### src/rtl/cdb_arbiter.sv
// cdb_arbiter: collects results from N_SRC functional units into one holding
// slot each and broadcasts at most one per cycle on the registered CDB,
// picking among full slots round-robin.
module cdb_arbiter #(
  parameter int unsigned N_SRC = 4
) (
  input  logic                   i_clk,
  input  logic                   i_reset,
  input  logic                   i_flush,
  input  logic [N_SRC-1:0]       i_src_valid,
  input  logic [16*N_SRC-1:0]    i_src_data,
  input  logic [3*N_SRC-1:0]     i_src_tag,
  output logic [N_SRC-1:0]       o_src_ready,
  output logic                   o_cdb_valid,
  output logic [15:0]            o_cdb_data,
  output logic [2:0]             o_cdb_tag,
  output logic                   o_busy
);

  localparam int unsigned DATA_W = 16;
  localparam int unsigned TAG_W  = 3;
  localparam int unsigned PTR_W  = (N_SRC > 1) ? $clog2(N_SRC) : 1;

  typedef struct packed {
    logic [DATA_W-1:0] data;
    logic [TAG_W-1:0]  tag;
  } result_t;

  result_t            r_slot [N_SRC];
  logic [N_SRC-1:0]   r_full;
  logic [PTR_W-1:0]   r_rr_ptr;
  logic               r_cdb_valid;
  logic [DATA_W-1:0]  r_cdb_data;
  logic [TAG_W-1:0]   r_cdb_tag;

  result_t            w_in [N_SRC];
  logic [N_SRC-1:0]   w_grant;
  logic               w_grant_any;
  logic [PTR_W-1:0]   w_grant_idx;
  logic [PTR_W-1:0]   w_scan_idx;
  logic [N_SRC-1:0]   w_accept;

  // Unpack the flat per-unit result buses.
  always_comb begin
    for (int unsigned i = 0; i < N_SRC; i++) begin
      w_in[i].data = i_src_data[DATA_W*i +: DATA_W];
      w_in[i].tag  = i_src_tag[TAG_W*i +: TAG_W];
    end
  end

  // Round-robin search: first full slot starting at r_rr_ptr wins.
  always_comb begin
    w_grant_any = 1'b0;
    w_grant_idx = '0;
    w_scan_idx  = '0;
    w_grant     = '0;
    for (int unsigned k = 0; k < N_SRC; k++) begin
      w_scan_idx = PTR_W'((32'(r_rr_ptr) + k) % N_SRC);
      if (!w_grant_any && r_full[w_scan_idx]) begin
        w_grant_any = 1'b1;
        w_grant_idx = w_scan_idx;
      end
    end
    if (w_grant_any) begin
      w_grant[w_grant_idx] = 1'b1;
    end
  end

  // A slot being drained this cycle can take a new result in the same cycle.
  assign o_src_ready = {N_SRC{~i_flush}} & (~r_full | w_grant);
  assign w_accept    = i_src_valid & o_src_ready;
  assign o_busy      = |r_full;

  // Holding slots: load on handshake, clear on grant, drop all on flush.
  always_ff @(posedge i_clk or posedge i_reset) begin
    if (i_reset) begin
      r_full <= '0;
      for (int unsigned i = 0; i < N_SRC; i++) begin
        r_slot[i] <= '0;
      end
    end else if (i_flush) begin
      r_full <= '0;
    end else begin
      for (int unsigned i = 0; i < N_SRC; i++) begin
        if (w_accept[i]) begin
          r_full[i] <= 1'b1;
          r_slot[i] <= w_in[i];
        end else if (w_grant[i]) begin
          r_full[i] <= 1'b0;
        end
      end
    end
  end

  // CDB output register and round-robin pointer; a flush discards the grant.
  always_ff @(posedge i_clk or posedge i_reset) begin
    if (i_reset) begin
      r_cdb_valid <= 1'b0;
      r_cdb_data  <= '0;
      r_cdb_tag   <= '0;
      r_rr_ptr    <= '0;
    end else if (i_flush) begin
      r_cdb_valid <= 1'b0;
    end else begin
      r_cdb_valid <= w_grant_any;
      if (w_grant_any) begin
        r_cdb_data <= r_slot[w_grant_idx].data;
        r_cdb_tag  <= r_slot[w_grant_idx].tag;
        r_rr_ptr   <= (w_grant_idx == PTR_W'(N_SRC - 1)) ? '0 : w_grant_idx + PTR_W'(1);
      end
    end
  end

  assign o_cdb_valid = r_cdb_valid;
  assign o_cdb_data  = r_cdb_data;
  assign o_cdb_tag   = r_cdb_tag;

endmodule

### config.mk
export PLATFORM = sky130hd
export DESIGN_NAME = cdb_arbiter
export DESIGN_NICKNAME = d
export VERILOG_FILES = /design/src/rtl/cdb_arbiter.sv
export SDC_FILE = /design/constraint.sdc
export NUM_CORES = 1
export LEC_CHECK = 0
export ABC_AREA = 1
export CAP_MARGIN = 10
export CORE_MARGIN = 10
export CORE_UTILIZATION = 49
export DETAILED_ROUTE_END_ITERATION = 8
export PLACE_DENSITY = 0.78
export SLEW_MARGIN = 20
export SYNTH_ARGS = -nofsm -noshare
export SYNTH_HDL_FRONTEND = slang
export SYNTH_SLANG_ARGS = --single-unit
### constraint.sdc
create_clock -name i_clk -period 4.37 [get_ports i_clk]
set_clock_uncertainty 0.15 [all_clocks]
set_input_delay 0.6555 -clock i_clk [delete_from_list [all_inputs] [get_ports i_clk]]
set_output_delay 0.6555 -clock i_clk [all_outputs]
set_load 0.02 [all_outputs]
Word level (Yosys, flattened, before mapping)
Cells that the tools add are included.
Widths: inputs -> output; s select.
{ "totals": {"regBits": 102, "in_bits": 83, "out_inout_bits": 25, "word_cells": 84} }
{ "op_classes": {"add_sub_neg": 4, "order_cmp": 7, "eq_ne": 1, "mux": 33, "bitwise_logic": 6, "n_reduce_logical": 17} }
{ "ops": {"columns": ["cell", "n"], "rows": [
  ["$bmux 19 s2", 1],
  ["$mux 19", 2],
  ["$mux 1", 18],
  ["$lt 2x3->1 const B", 5],
  ["$reduce_bool 3->1", 4],
  ["$mux 2", 5],
  ["$reduce_and 2->1", 5],
  ["$and 4x4->4", 2],
  ["$bmux 1 s2", 4],
  ["$mux 4", 2],
  ["$add 2x1->2 const B", 2],
  ["$add 2x2->2 const B", 2],
  ["$logic_and 1x1->1", 4],
  ["$not 4->4", 1],
  ["$or 4x4->4", 1],
  ["$reduce_or 4->1", 1],
  ["$ge 3x3->1 const B", 1],
  ["$logic_not 1->1", 3],
  ["$not 2->3", 1],
  ["$demux 1 s2", 1],
  ["$eq 2x2->1 const B", 1],
  ["$ge 2x1->1 const B", 1],
  ["$not 1->1", 1]
]} }

Depth between registers and ports, before layout
Gate-level depths: netlist (run 1).
{ "depth": {"depth_word": 22, "ltp_mapped": 18} }

Least setup slack after synthesis (run 1)
No wires, ideal clock.
{ "synth_path": {"path_kind": "register -> register", "startpoint": "register r_rr_ptr[0]", "endpoint": "register r_slot[57] in the netlist's numbering", "setup_time_ns": 0.124, "arrival_time_ns": 2.616, "required_time_ns": 4.096, "slack_ns": 1.480, "path_stages_with_launch": 18, "n_path_buf": 4, "synth_period_minus_slack_ns": 2.890, "path_cell_list": "dfrtp_1 buf_4 nand2_1 nand3_1 nand2_1 inv_2 a21oi_1 nand2_2 nand2_1 buf_2 ha_1 nand2_1 a21oi_1 nand2_1 clkbuf_1 buf_2 nor2_1 a21oi_1"} }
{ "synth_between": {"elab_chain_cells": 21, "word_cells_on_any_way": 35} }
{ "synth_rtl": {"columns": ["element", "line", "text"], "rows": [
  ["start, declared", "31", "logic [PTR_W-1:0] r_rr_ptr;"],
  ["start signal, assigned", "109", "r_rr_ptr <= (w_grant_idx == PTR_W'(N_SRC - 1)) ? '0 : w_grant_idx + PTR_W'(1);"],
  ["branches (longest 16 deep; another with $lt 2x3->1)", null, null],
  ["$mux 4 (*)", "64", "if (w_grant_any) begin"],
  ["$or 4x4->4 (*)", "70", "assign o_src_ready = {N_SRC{~i_flush}} & (~r_full | w_grant);"],
  ["$and 4x4->4 (*)", "70", null],
  ["via o_src_ready[0]", "13", "output logic [N_SRC-1:0] o_src_ready,"],
  ["$and 4x4->4 (*)", "71", "assign w_accept = i_src_valid & o_src_ready;"],
  ["$reduce_and 2->1 (no line) (*)", null, null],
  ["end signal, assigned by index", "87", "r_slot[i] <= w_in[i];"],
  ["end, declared", "29", "result_t r_slot [N_SRC];"]
]} }
Mark *: on every way through the listed nets, which the timed path passes. The select of a mux whose other input is x is not followed.
A chain may end at the register's enable or synchronous reset.

Worst setup path after layout (run 1)
{ "layout_path": {"startpoint": "register r_rr_ptr[0]", "endpoint": "output port o_src_ready[0]"} }
{ "layout_between": {"elab_chain_cells": 19, "word_cells_on_any_way": 33} }
{ "layout_rtl": {"columns": ["element", "line"], "rows": [
  ["branches (longest 16 deep; another with $lt 2x3->1)", null],
  ["$mux 4 (*)", "64"],
  ["$or 4x4->4 (*)", "70"],
  ["$and 4x4->4 (*)", "70"],
  ["end, declared", "13"]
]} }
Mark *: on every way between the ends. The select of a mux whose other input is x is not followed.

==> flow_summary.ini, run 1 <==
[grt]
grt_pass1_wl_um = 23400
grt_pass1_vias = 4625
grt_overflow = 0
grt.total_usage_pct = 19.5
grt_max_degree = 63
antenna_found_initial = 0

[clock_network]
cts_resized = 0
clk_pin_slew_ps = 90
numClockSinks = 102
post-cts-setup-buffers = 0
hold_buffers = 0
cts_tree = built
cts.htree.levels = 3
clkLatencyLatePin_ps = 360
root_buffer = clkbuf_8
max-clock-path-buffers = 2
cts_made_buffers = 9

[power]
p_int_w = 0.00260
swShare_pct = 45.5
combPwrFrac_pct = 54.6
peakVddDrop_mv = 0.321
p_clk_share_pct = 13.9
p_seq_share_pct = 31.6
p_sw_w = 0.00218
leakagePower_nw = 3.15
power-per-cell-area_nw_per_um2 = 744

[status]
status = complete, no violations

[timing]
worstMarginPinSlew_ps = 812
hold_violations = 0
max_slew_margin_pct = 45.8
fin_tns_setup_ps = 0
setup_viol = 0
slew_viol_final = 0
hold_slack_ps = 323
rsz0062_at_grt = no
fmax_ghz = 0.251
final.period_utilization_pct = 91.3
period_needed_ps = 3990

[finish]
antenna-diode-count = 0
fin_util_pct = 63.0
area_growth_pct = 26.7
fin_nets = 795
drive_gt1_share_pct = 8.54
stdcell_area_um2 = 6420

[die]
dieArea_um2 = 14800
start_util_pct = 49.8
row_count = 37
ios = 108
die_h_um = 122
die_x_um = 122
core_um2 = 10200

[hold_path]
hp-start = r_slot[53]$_DFFE_PP0P_
worstHoldPathType = reg -> reg

[synthesis]
synth_area_leader_cell = dfrtp_1
ys_types = 24
synth_ff_type = dfrtp_1
yosys_register_bits = 102
synth-edff-count = 0
yosys-top-cells-area = dfrtp_1 (50%), nand2_1 (14%), nand3b_1 (5.6%), a21oi_1 (4.4%), nand3_1 (4.4%)
syn-cell-area_um2 = 5070
synth.net_count = 704
ys_async_sr_fraction_pct = 100
synth.most_common_cell = nand2_1
synth_area_per_cell_um2 = 8.20
synth_common_cells = nand2_1 (195), dfrtp_1 (102), inv_1 (48)
seq_area_frac_synth_pct = 50.4
synth.top_cell.area_share_pct = 50.4
syn_inst = 618
synth_warnings = 0

[critical_path]
rr_startpoint = r_rr_ptr[0]$_DFFE_PP0P_
cp_cell_sequence = inv_2 -> nand2_1 -> nand3_1 -> nand2_1 -> inv_2 -> nand3_1 -> nand2_1 -> nor2_4 -> ha_1 -> nand2_1 -> a21oi_1 -> clkdlybuf4s50_1
crit_slowest_cell = clkdlybuf4s50_1
crit_arrival_ps = 3180
path_class = reg -> out
end_kind = output port
start_kind = register
cpPeakStageDelay_ps = 650
cp_data_required_time_ps = 3560
path_max_fanout = 11
cp-startpoint = r_rr_ptr[0]$_DFFE_PP0P_
path_common_cell = nand2_1

[route]
vias = 4514
antenna_left = 0
wl_um = 14200
vias_per_cell = 5.31
firstDrtPassIters = 8
drc = 0
wl_per_cell_um = 16.7
initialDrtViolationCount = 334

[placement]
place_area_um2 = 6190
port_buffers = 107
gp_congestion = 1.02
hpwl_um = 10100

[run]
cap_violations = 0
flip-flops by register name (all words and copies together) (netlist names):
| name | count |
|---|---|
| r_slot | 76 |
| o_cdb_data | 16 |
| r_full | 4 |
| o_cdb_tag | 3 |
| r_rr_ptr | 2 |
| o_cdb_valid | 1 |
power groups by stage:
stage	Sequential [W]	Clock, W	Combinational, W
finish	0.00151	0.000662	0.00261
global route	0.00155	0.000702	0.00293
CTS	0.00150	0.000663	0.00258
detailed placement	0.00152	0	0.00257
floorplan	0.00156	0	0.00179
global placement	0.00150	0	0.00248
final cells by class:
class                   count  area [um^2]
clock buffers               9          124
clock inverters             7         98.8
fillers                   868         3760
inverters                  53          201
multi-input cells         426         2130
flip-flops and latches    102         2550
well taps                 136          170
repair buffers            117         1150
cell usage in the layout (no fill, tap or decap):
cell type	n
a21boi_1	1
a21oi_1	45
a21oi_2	1
buf_4	10
bufinv_16	2
clkbuf_8	9
clkdlybuf4s50_1	107
clkinv_4	1
clkinvlp_4	4
dfrtp_1	102
ha_1	3
inv_1	47
inv_2	5
inv_4	1
mux2_2	19
nand2_1	195
nand2_2	5
nand3_1	45
nand3_2	1
nand3_4	1
nand3b_1	38
nand4_1	19
nor2_1	47
nor2_2	1
nor2_4	1
o21ai_0	3
o21ai_1	1
worst paths after layout:
check | endpoint | slack, ps | cells after the start
worst max-delay path | o_src_ready[0] | 380 | 12
worst min-delay path | r_slot[53]$_DFFE_PP0P_ | 320 | 2
worst max register to register | r_slot[7]$_DFFE_PP0P_ | 1080 | 14
worst min register to register | r_slot[53]$_DFFE_PP0P_ | 320 | 2
max in group asynchronous | o_cdb_data[3]$_DFFE_PP0P_ | 2630 | 3
min in group asynchronous | r_slot[25]$_DFFE_PP0P_ | 630 | 2
cell families (layout without fill, tap and decap cells):
family	Yosys count	count (layout)	synth area share [%]
compound gates	51	51	5.16
flops	102	102	50.4
mux	19	19	4.22
fa+ha+maj	3	3	0.741
simple gates	352	353	31.7
buf+inv	91	186	7.78
through the flow:
stage | worst slack [ps] | cells | total power [W]
2_1_floorplan | 889 | 618 | 0.00335
3_3_place_gp | 897 | 833 | 0.00398
3_5_place_dp | 689 | 833 | 0.00409
4_1_cts | 284 | 849 | 0.00475
5_1_grt | 123 | 850 | 0.00518
6_report | 382 | 850 | 0.00478
layer usage:
metal	up-vias	global-route usage, %	routed length, um
met5	-	0	0
met4	0	6.86	349
met3	34	4.35	990
met2	182	31.6	6650
met1	2140	25.3	6240
li1	2158	-	-
worst max-delay path: cells and delay by family, from the launching register on:
kind	cells	cell delay, ps
AO/OA/AOI/OAI	1	190
flip-flops	1	580
adder cells (fa/ha/maj)	1	220
AND/OR/NAND/NOR	7	980
buffers and inverters	3	860
(Power assumes the default switching activity.)
==> run 2: changes to the inputs <==
==> constraint.sdc (replaced) <==
create_clock -name i_clk -period 5 [get_ports i_clk]
set_clock_uncertainty 0.15 [all_clocks]
set_input_delay 0.75 -clock i_clk [delete_from_list [all_inputs] [get_ports i_clk]]
set_output_delay 0.75 -clock i_clk [all_outputs]
set_load 0.02 [all_outputs]
==> flow_summary.ini, run 2 (synthesized netlist as in run 1, its figures left out) <==
[status]
status = complete, no violations

[critical_path]
path_max_fanout = 22
crit_arrival_ps = 3720
path_class = reg -> out
start_kind = register
cp_data_required_time_ps = 4100
end_kind = output port
rr_worst_depth = 14

[route]
wl_um = 13800
wl_per_cell_um = 16.3
drc = 0
antenna_left = 0
vias = 4439
vias_per_cell = 5.25
initialDrtViolationCount = 413
firstDrtPassIters = 6

[finish]
largest-register = r_slot
drive_gt1_share_pct = 8.04
final_common_cell = nand2_1
nFillCells = 904
layout_common_cells = nand2_1 (194), clkdlybuf4s50_1 (107), dfrtp_1 (102), inv_1 (47), nor2_1 (47)
area_growth_pct = 25.6
stdcell_area_um2 = 6360
largest_register_ffs = 76
fin_nets = 790
antenna-diode-count = 0
fin_util_pct = 62.5

[clock_network]
post-cts-setup-buffers = 0
clk_pin_slew_ps = 100
numClockSinks = 102
cts_tree = built
root_buffer = clkbuf_8
cts.htree.levels = 3
max-clock-path-buffers = 2
cts_made_buffers = 9
clkLatencyLatePin_ps = 370
hold_buffers = 0
cts_resized = 0

[die]
core_um2 = 10200
die_x_um = 122
die_h_um = 122
dieArea_um2 = 14800
row_count = 37
start_util_pct = 49.8
ios = 108

[timing]
fmax_ghz = 0.216
rsz0062_at_grt = no
final.period_utilization_pct = 92.5
fin_tns_setup_ps = 0
max_slew_margin_pct = 43.5
slew_viol_final = 0
hold_violations = 0
period_needed_ps = 4620
setup_viol = 0
worstMarginPinSlew_ps = 847

[placement]
port_buffers = 107
hpwl_um = 10000
place_area_um2 = 6160
gp_congestion = 1.04

[grt]
grt_pass1_wl_um = 22700
grt_pass1_vias = 4541
grt_max_degree = 72
grt_overflow = 0
antenna_found_initial = 0
grt.total_usage_pct = 18.9

[power]
leakagePower_nw = 3.13
power-per-cell-area_nw_per_um2 = 642
finalPower_w = 0.00409
peakVddDrop_mv = 0.244

[hold_path]
worstHoldPathType = reg -> reg
min_delay_path_depth = 2

[run]
cap_violations = 0
==> run 2: cell types whose count changed in the layout (fill, tap and decap cells not counted), sizes merged <==
cell      delta
buf          -4
bufinv       -1
nor2         -1
clkinvlp     -3
clkinv       +1
inv          +3
==> run 2: area by class of cell <==
class | count | area (um^2) | share of cell area, %
clock buffer | 9 | 124 | 1.95
clock inverter | 7 | 77.6 | 1.22
inverter | 53 | 201 | 3.16
multi-input combinational | 425 | 2120 | 33.4
sequential | 102 | 2550 | 40.1
tap | 136 | 170 | 2.67
timing repair buffer | 113 | 1120 | 17.5
==> run 2: final timing paths <==
path | startpoint | end | slack, ps
worst max-delay path | r_rr_ptr[0]$_DFFE_PP0P_ | o_src_ready[2] | 380
worst min-delay path | r_slot[46]$_DFFE_PP0P_ | r_slot[46]$_DFFE_PP0P_ | 320
worst max register to register | r_rr_ptr[0]$_DFFE_PP0P_ | r_slot[5]$_DFFE_PP0P_ | 1150
worst min register to register | r_slot[46]$_DFFE_PP0P_ | r_slot[46]$_DFFE_PP0P_ | 320
max in group asynchronous | i_reset | r_slot[44]$_DFFE_PP0P_ | 2990
min in group asynchronous | i_reset | r_slot[25]$_DFFE_PP0P_ | 760
==> run 2: worst max-delay path, cell delays in order (launching register included) <==
cell	delay (ps)
dfrtp_1	580
inv_2	150
nand2_1	140
nand3_1	100
nand2_1	140
inv_2	60
nand3_1	60
nand2_1	80
nor2_4	440
inv_1	490
ha_1	340
nor2_1	140
nor2_1	70
clkdlybuf4s50_1	550
==> run 2: routing by layer <==
metal | routed length (um) | share of wire, % | global-route usage, % | vias up
li1 | - | - | - | 2148
met1 | 6050 | 44 | 24.4 | 2092
met2 | 6530 | 47 | 30.9 | 165
met3 | 876 | 6.3 | 4.16 | 34
met4 | 344 | 2.5 | 6.04 | 0
met5 | 0 | 0 | 0 | -
==> run 2: per-stage QoR <==
| stage | std cells | worst slack [ps] | hold WS (ps) |
|---|---|---|---|
| 2_1_floorplan | 618 | 1420 | 283 |
| 3_5_place_dp | 829 | 826 | 300 |
| 4_1_cts | 845 | 411 | 325 |
| 6_report | 845 | 377 | 321 |
| 5_1_grt | 845 | 118 | 354 |
| 3_3_place_gp | 829 | 1000 | 301 |
==> run 2: power by group <==
group	switching [W]	leakage, nW	internal [W]
sequential	0.000173	1.19	0.00115
clock	0.000301	0.101	0.000237
combinational	0.00139	1.84	0.000829
total	0.00187	3.13	0.00222
==> run 3: changes to the inputs <==
--- a/config.mk
+++ b/config.mk
@@ -11,6 +11,7 @@
 export CORE_UTILIZATION = 49
 export DETAILED_ROUTE_END_ITERATION = 8
 export PLACE_DENSITY = 0.78
+export SETUP_SLACK_MARGIN = 0.5
 export SLEW_MARGIN = 20
 export SYNTH_ARGS = -nofsm -noshare
 export SYNTH_HDL_FRONTEND = slang
==> flow_summary.ini, run 3 (synthesized netlist as in run 1, its figures left out) <==
[finish]
area_growth_pct = 26.1
fin_nets = 793
nFillCells = 907
final_common_cell = nand2_1
largest_register_ffs = 76
layout_common_cells = nand2_1 (193), clkdlybuf4s50_1 (107), dfrtp_1 (102), nor2_1 (47), inv_1 (46)
drive_gt1_share_pct = 8.71
final-seq-area_um2 = 2550
multi_input_area_um2 = 2130
largest-register = r_slot
antenna-diode-count = 0

[clock_network]
cts_made_buffers = 9
hold_buffers = 0
root_buffer = clkbuf_8
cts.htree.levels = 3
clkLatencyLatePin_ps = 370
numClockSinks = 102
cts_tree = built
max-clock-path-buffers = 2
clk_pin_slew_ps = 90

[timing]
hold_violations = 0
fin_tns_setup_ps = 0
setup_viol = 0
max_slew_margin_pct = 43.4
period_needed_ps = 4180
rsz0062_at_grt = no
fmax_ghz = 0.239
final.period_utilization_pct = 83.6
worstMarginPinSlew_ps = 849
slew_viol_final = 0

[route]
antenna_left = 0
initialDrtViolationCount = 408
wl_per_cell_um = 16.6
wl_um = 14100
vias_per_cell = 5.33
drc = 0
firstDrtPassIters = 7
vias = 4520

[critical_path]
rr_startpoint = r_rr_ptr[0]$_DFFE_PP0P_
path_max_fanout = 12
cp-startpoint = r_rr_ptr[0]$_DFFE_PP0P_
crit_arrival_ps = 3280
regToRegSetupSlack_ps = 1610
start_kind = register
rr_worst_depth = 14
cp_data_required_time_ps = 4100
end_kind = output port
setup.worst_path.end = o_src_ready[2]
r2r-end = r_slot[5]$_DFFE_PP0P_
path_class = reg -> out

[die]
start_util_pct = 49.8
ios = 108
core_um2 = 10200
dieArea_um2 = 14800
die_h_um = 122
row_count = 37
die_x_um = 122

[power]
peakVddDrop_mv = 0.244
power-per-cell-area_nw_per_um2 = 649
p_sw_w = 0.00191
finalPower_w = 0.00415
p_int_w = 0.00223
swShare_pct = 46.2
combPwrFrac_pct = 55.0
leakagePower_nw = 3.13
p_seq_share_pct = 31.9
p_clk_share_pct = 13.0

[grt]
grt.total_usage_pct = 19.2
grtUsageMet2_pct = 31.3
busiest_layer = met2
grt_pass1_vias = 4605
grt_overflow = 0
met1_usage_pct = 24.6
globalRouteMet3Util_pct = 4.30
antenna_found_initial = 0
grt_max_degree = 72
grt_pass1_wl_um = 23000

[placement]
hpwl_um = 10000
port_buffers = 107
gp_congestion = 1.04

[status]
status = complete, no violations

[hold_path]
worstHoldPathType = reg -> reg
min_delay_path_depth = 2

[run]
cap_violations = 0
-- run 3: cell count changes in the layout (fill, tap and decap cells not counted), sizes merged --
cell | before | now
nor2 | 48 | 49
buf | 6 | 7
clkinvlp | 1 | 3
inv | 56 | 55
-- run 3: how the worst min path moves through the flow --
stage | startpoint | to
floorplan | r_slot[38]$_DFFE_PP0P_ | r_slot[38]$_DFFE_PP0P_
global placement | r_slot[41]$_DFFE_PP0P_ | r_slot[41]$_DFFE_PP0P_
detailed placement | r_slot[50]$_DFFE_PP0P_ | r_slot[50]$_DFFE_PP0P_
CTS | r_slot[50]$_DFFE_PP0P_ | r_slot[50]$_DFFE_PP0P_
global route | r_slot[52]$_DFFE_PP0P_ | r_slot[52]$_DFFE_PP0P_
finish | r_slot[50]$_DFFE_PP0P_ | r_slot[50]$_DFFE_PP0P_
-- run 3: what timing repair did --
| action | in CTS | in global routing |
|---|---|---|
| setup endpoints to repair | 2 | 3 |
| gates resized for setup | 1 | 1 |
| pin swaps | 1 | 0 |
| gates cloned | 2 | 0 |
| buffers inserted | 0 | 1 |
-- run 3: critical path, cell delays in order (launching register included) --
cell and delay [ps]:
dfrtp_1 580, inv_2 150, nand2_1 150, nand3_1 100
nand2_1 140, inv_2 60, nand3_1 60, nand2_1 120
nor2_4 350, clkinvlp_4 230, ha_1 220, nor2_1 140
nor2_1 70, clkdlybuf4s50_1 560
-- run 3: through the flow --
stage / util, % / hold WS [ps] / instances / cell area, um^2 / setup slack, ps
5_1_grt: 62.7 / 354 / 848 / 6390 / 560
6_report: 62.7 / 321 / 848 / 6390 / 822
4_1_cts: 62.6 / 325 / 847 / 6380 / 597
3_5_place_dp: 60.5 / 300 / 829 / 6160 / 826
3_3_place_gp: 60.5 / 301 / 829 / 6160 / 1000
2_1_floorplan: - / 283 / 618 / 5070 / 1420
-- run 3: layer usage --
metal	wire [um]	vias to the layer above
met5	0	-
met4	316	0
met3	975	37
met2	6680	180
met1	6130	2151
li1	-	2152
-- run 3: layout make-up --
cell class                 instances  area share, %
clock buffer                       9           1.94
sequential                       102           39.9
multi-input combinational        426           33.4
tap                              136           2.66
timing repair buffer             114           17.6
inverter                          53           3.21
clock inverter                     7           1.21
timing repair inverter             1         0.0783
-- run 3: power groups by stage --
| stage | clock network [W] | logic (W) | registers (W) |
|---|---|---|---|
| 2_1_floorplan | 0 | 0.00156 | 0.00137 |
| 6_report | 0.000540 | 0.00228 | 0.00132 |
| 5_1_grt | 0.000571 | 0.00255 | 0.00136 |
| 3_3_place_gp | 0 | 0.00214 | 0.00132 |
| 4_1_cts | 0.000543 | 0.00225 | 0.00132 |
| 3_5_place_dp | 0 | 0.00220 | 0.00133 |
==> edit: new RTL, config.mk and constraints of run 2 <==
Reset style: synchronous (`i_reset`), changed in 2 clocked blocks.
--- a/src/rtl/cdb_arbiter.sv
+++ b/src/rtl/cdb_arbiter.sv
@@ -74,3 +74,3 @@
   // Holding slots: load on handshake, clear on grant, drop all on flush.
-  always_ff @(posedge i_clk or posedge i_reset) begin
+  always_ff @(posedge i_clk) begin
     if (i_reset) begin
@@ -95,3 +95,3 @@
   // CDB output register and round-robin pointer; a flush discards the grant.
-  always_ff @(posedge i_clk or posedge i_reset) begin
+  always_ff @(posedge i_clk) begin
     if (i_reset) begin
Formal check against the unedited RTL: differs if i_reset is asserted again (counterexample within 4 cycles, from zero or initial values and one cycle with i_reset high); with i_reset held inactive, the same outputs for 4 cycles.
==> edit against run 2 <==
- first-iteration DRC count fell by 22%
- synthesized area rose by 2.1%
- cell count fell by 2.8%
- sequential cell count did not move
- critical path type unchanged
- final area rose by 1.3%
- die area rose by 1.7%
- routed wire length fell by 13%
- largest cell class unchanged
- setup slack improved by 0.11 ns
Power is not compared: it rests on default switching activity, and its combinational part moved more than twofold at a synthesized area within 25%.
==> edit: results (changes against run 2) <==
[timing]
holdWs_ns=0.3888  ; +0.06794 ns
worst_pin_slew_ns=1.047  ; +0.2000 ns

[place]
io_buffers=107  ; unchanged
hpwlAfterDp_mm=8.983  ; -10%
placed_cell_area_sq_um=6257  ; +1.5%
gp_congestion=0.8875  ; -15%

[critical_path]
crit_path_max_fanout=42  ; +91%
arrival_ns=3.61  ; -0.11 ns
endpoint=o_src_ready[3]
reg2reg_to=r_slot[3][7]$_SDFFCE_PN0P_
r2r_start=r_rr_ptr[0]$_SDFFE_PP0P_

[grt]
grt_pass1_vias=4110  ; -9.5%
grt_max_degree=43  ; -40%
grt_pass1_wl_mm=19.33  ; -15%
track_usage_pct=16.15  ; -2.7 points

[synthesis]
synth_cell_types=28  ; +17%
synth_top_cells_by_area=edfxtp_1 44%, dfxtp_1 10%, inv_1 7.5%, nor2_1 7.3%, nand2_1 6.4%
yosysSeqAreaShare_pct=54.18  ; +3.8 points
ys_async_sr_fraction_pct=0  ; -100 points
yosys-top-cells-count=103 x inv_1, 101 x nor2_1, 88 x nand2_1

[hold_path]
whs_endpoint=o_cdb_tag[2]$_SDFFE_PP0P_
hp-start=o_cdb_tag[2]$_SDFFE_PP0P_
hp-class=reg -> reg

[drt]
drt-total-wl_mm=11.97  ; -13%
dr.first_iter.drc_count=321  ; -22%
drtPass1Iterations=5  ; -1
via_count=4047  ; -8.8%

[cells_and_area]
drive_gt1_share_pct=10.36  ; +2.3 points
fin_nets=764  ; -3.3%
antenna_cells=0  ; unchanged

[status]
status=complete, no violations

==> edit: kinds of logic (layout without fill, tap and decap cells) <==
group,Yosys count,count (layout),share of synthesized area [%]
compound gates,31,31,3.338
flops,102,102,54.18
buf+inv,139,235,11.37
fa+ha+maj,1,1,0.2419
simple gates,316,316,30.87
==> edit: critical path, stage by stage (launching register included) <==
cell	delay [ns]
dfxtp_1	0.57
nand2_1	0.16
nand2_2	0.11
nand2_1	0.07
nand2_2	0.10
inv_2	0.05
nand2_4	0.06
nand2_2	0.06
nand2_4	0.20
nand2_4	0.33
inv_2	0.40
ha_1	0.21
a21oi_1	0.08
nor2_1	0.17
clkdlybuf4s50_1	0.64
==> edit: final cells by class <==
class                   instances  area, sq um
fillers                       909         3877
inverters                     111        424.2
flip-flops and latches        102         2803
clock inverters                 7        65.06
well taps                     136        170.2
multi-input cells             348         1782
clock buffers                   9        123.9
repair buffers                108         1079
==> edit: power by group through the flow <==
stage	registers, W	logic [W]	clock network (W)
2_1_floorplan	0.00103	0.000400	0
3_3_place_gp	0.00102	0.000575	0
3_5_place_dp	0.00102	0.000590	0
4_1_cts	0.00100	0.000593	0.000509
5_1_grt	0.00101	0.000657	0.000545
6_report	0.00100	0.000589	0.000503
==> edit: metal layers <==
metal / track usage, % / wire length (um)
met1: 18.60 / 4731
met2: 28.01 / 6031
met3: 4.591 / 907
met4: 5.817 / 301
met5: 0 / 0
==> edit: per-stage QoR <==
stage / worst slack, ns / power, W / std cells
floorplan: 2.029 / 0.001433 / 589
global placement: 1.071 / 0.001595 / 805
detailed placement: 0.9389 / 0.001612 / 805
CTS: 0.5118 / 0.002104 / 821
global route: 0.2448 / 0.002210 / 821
finish: 0.4889 / 0.002094 / 821
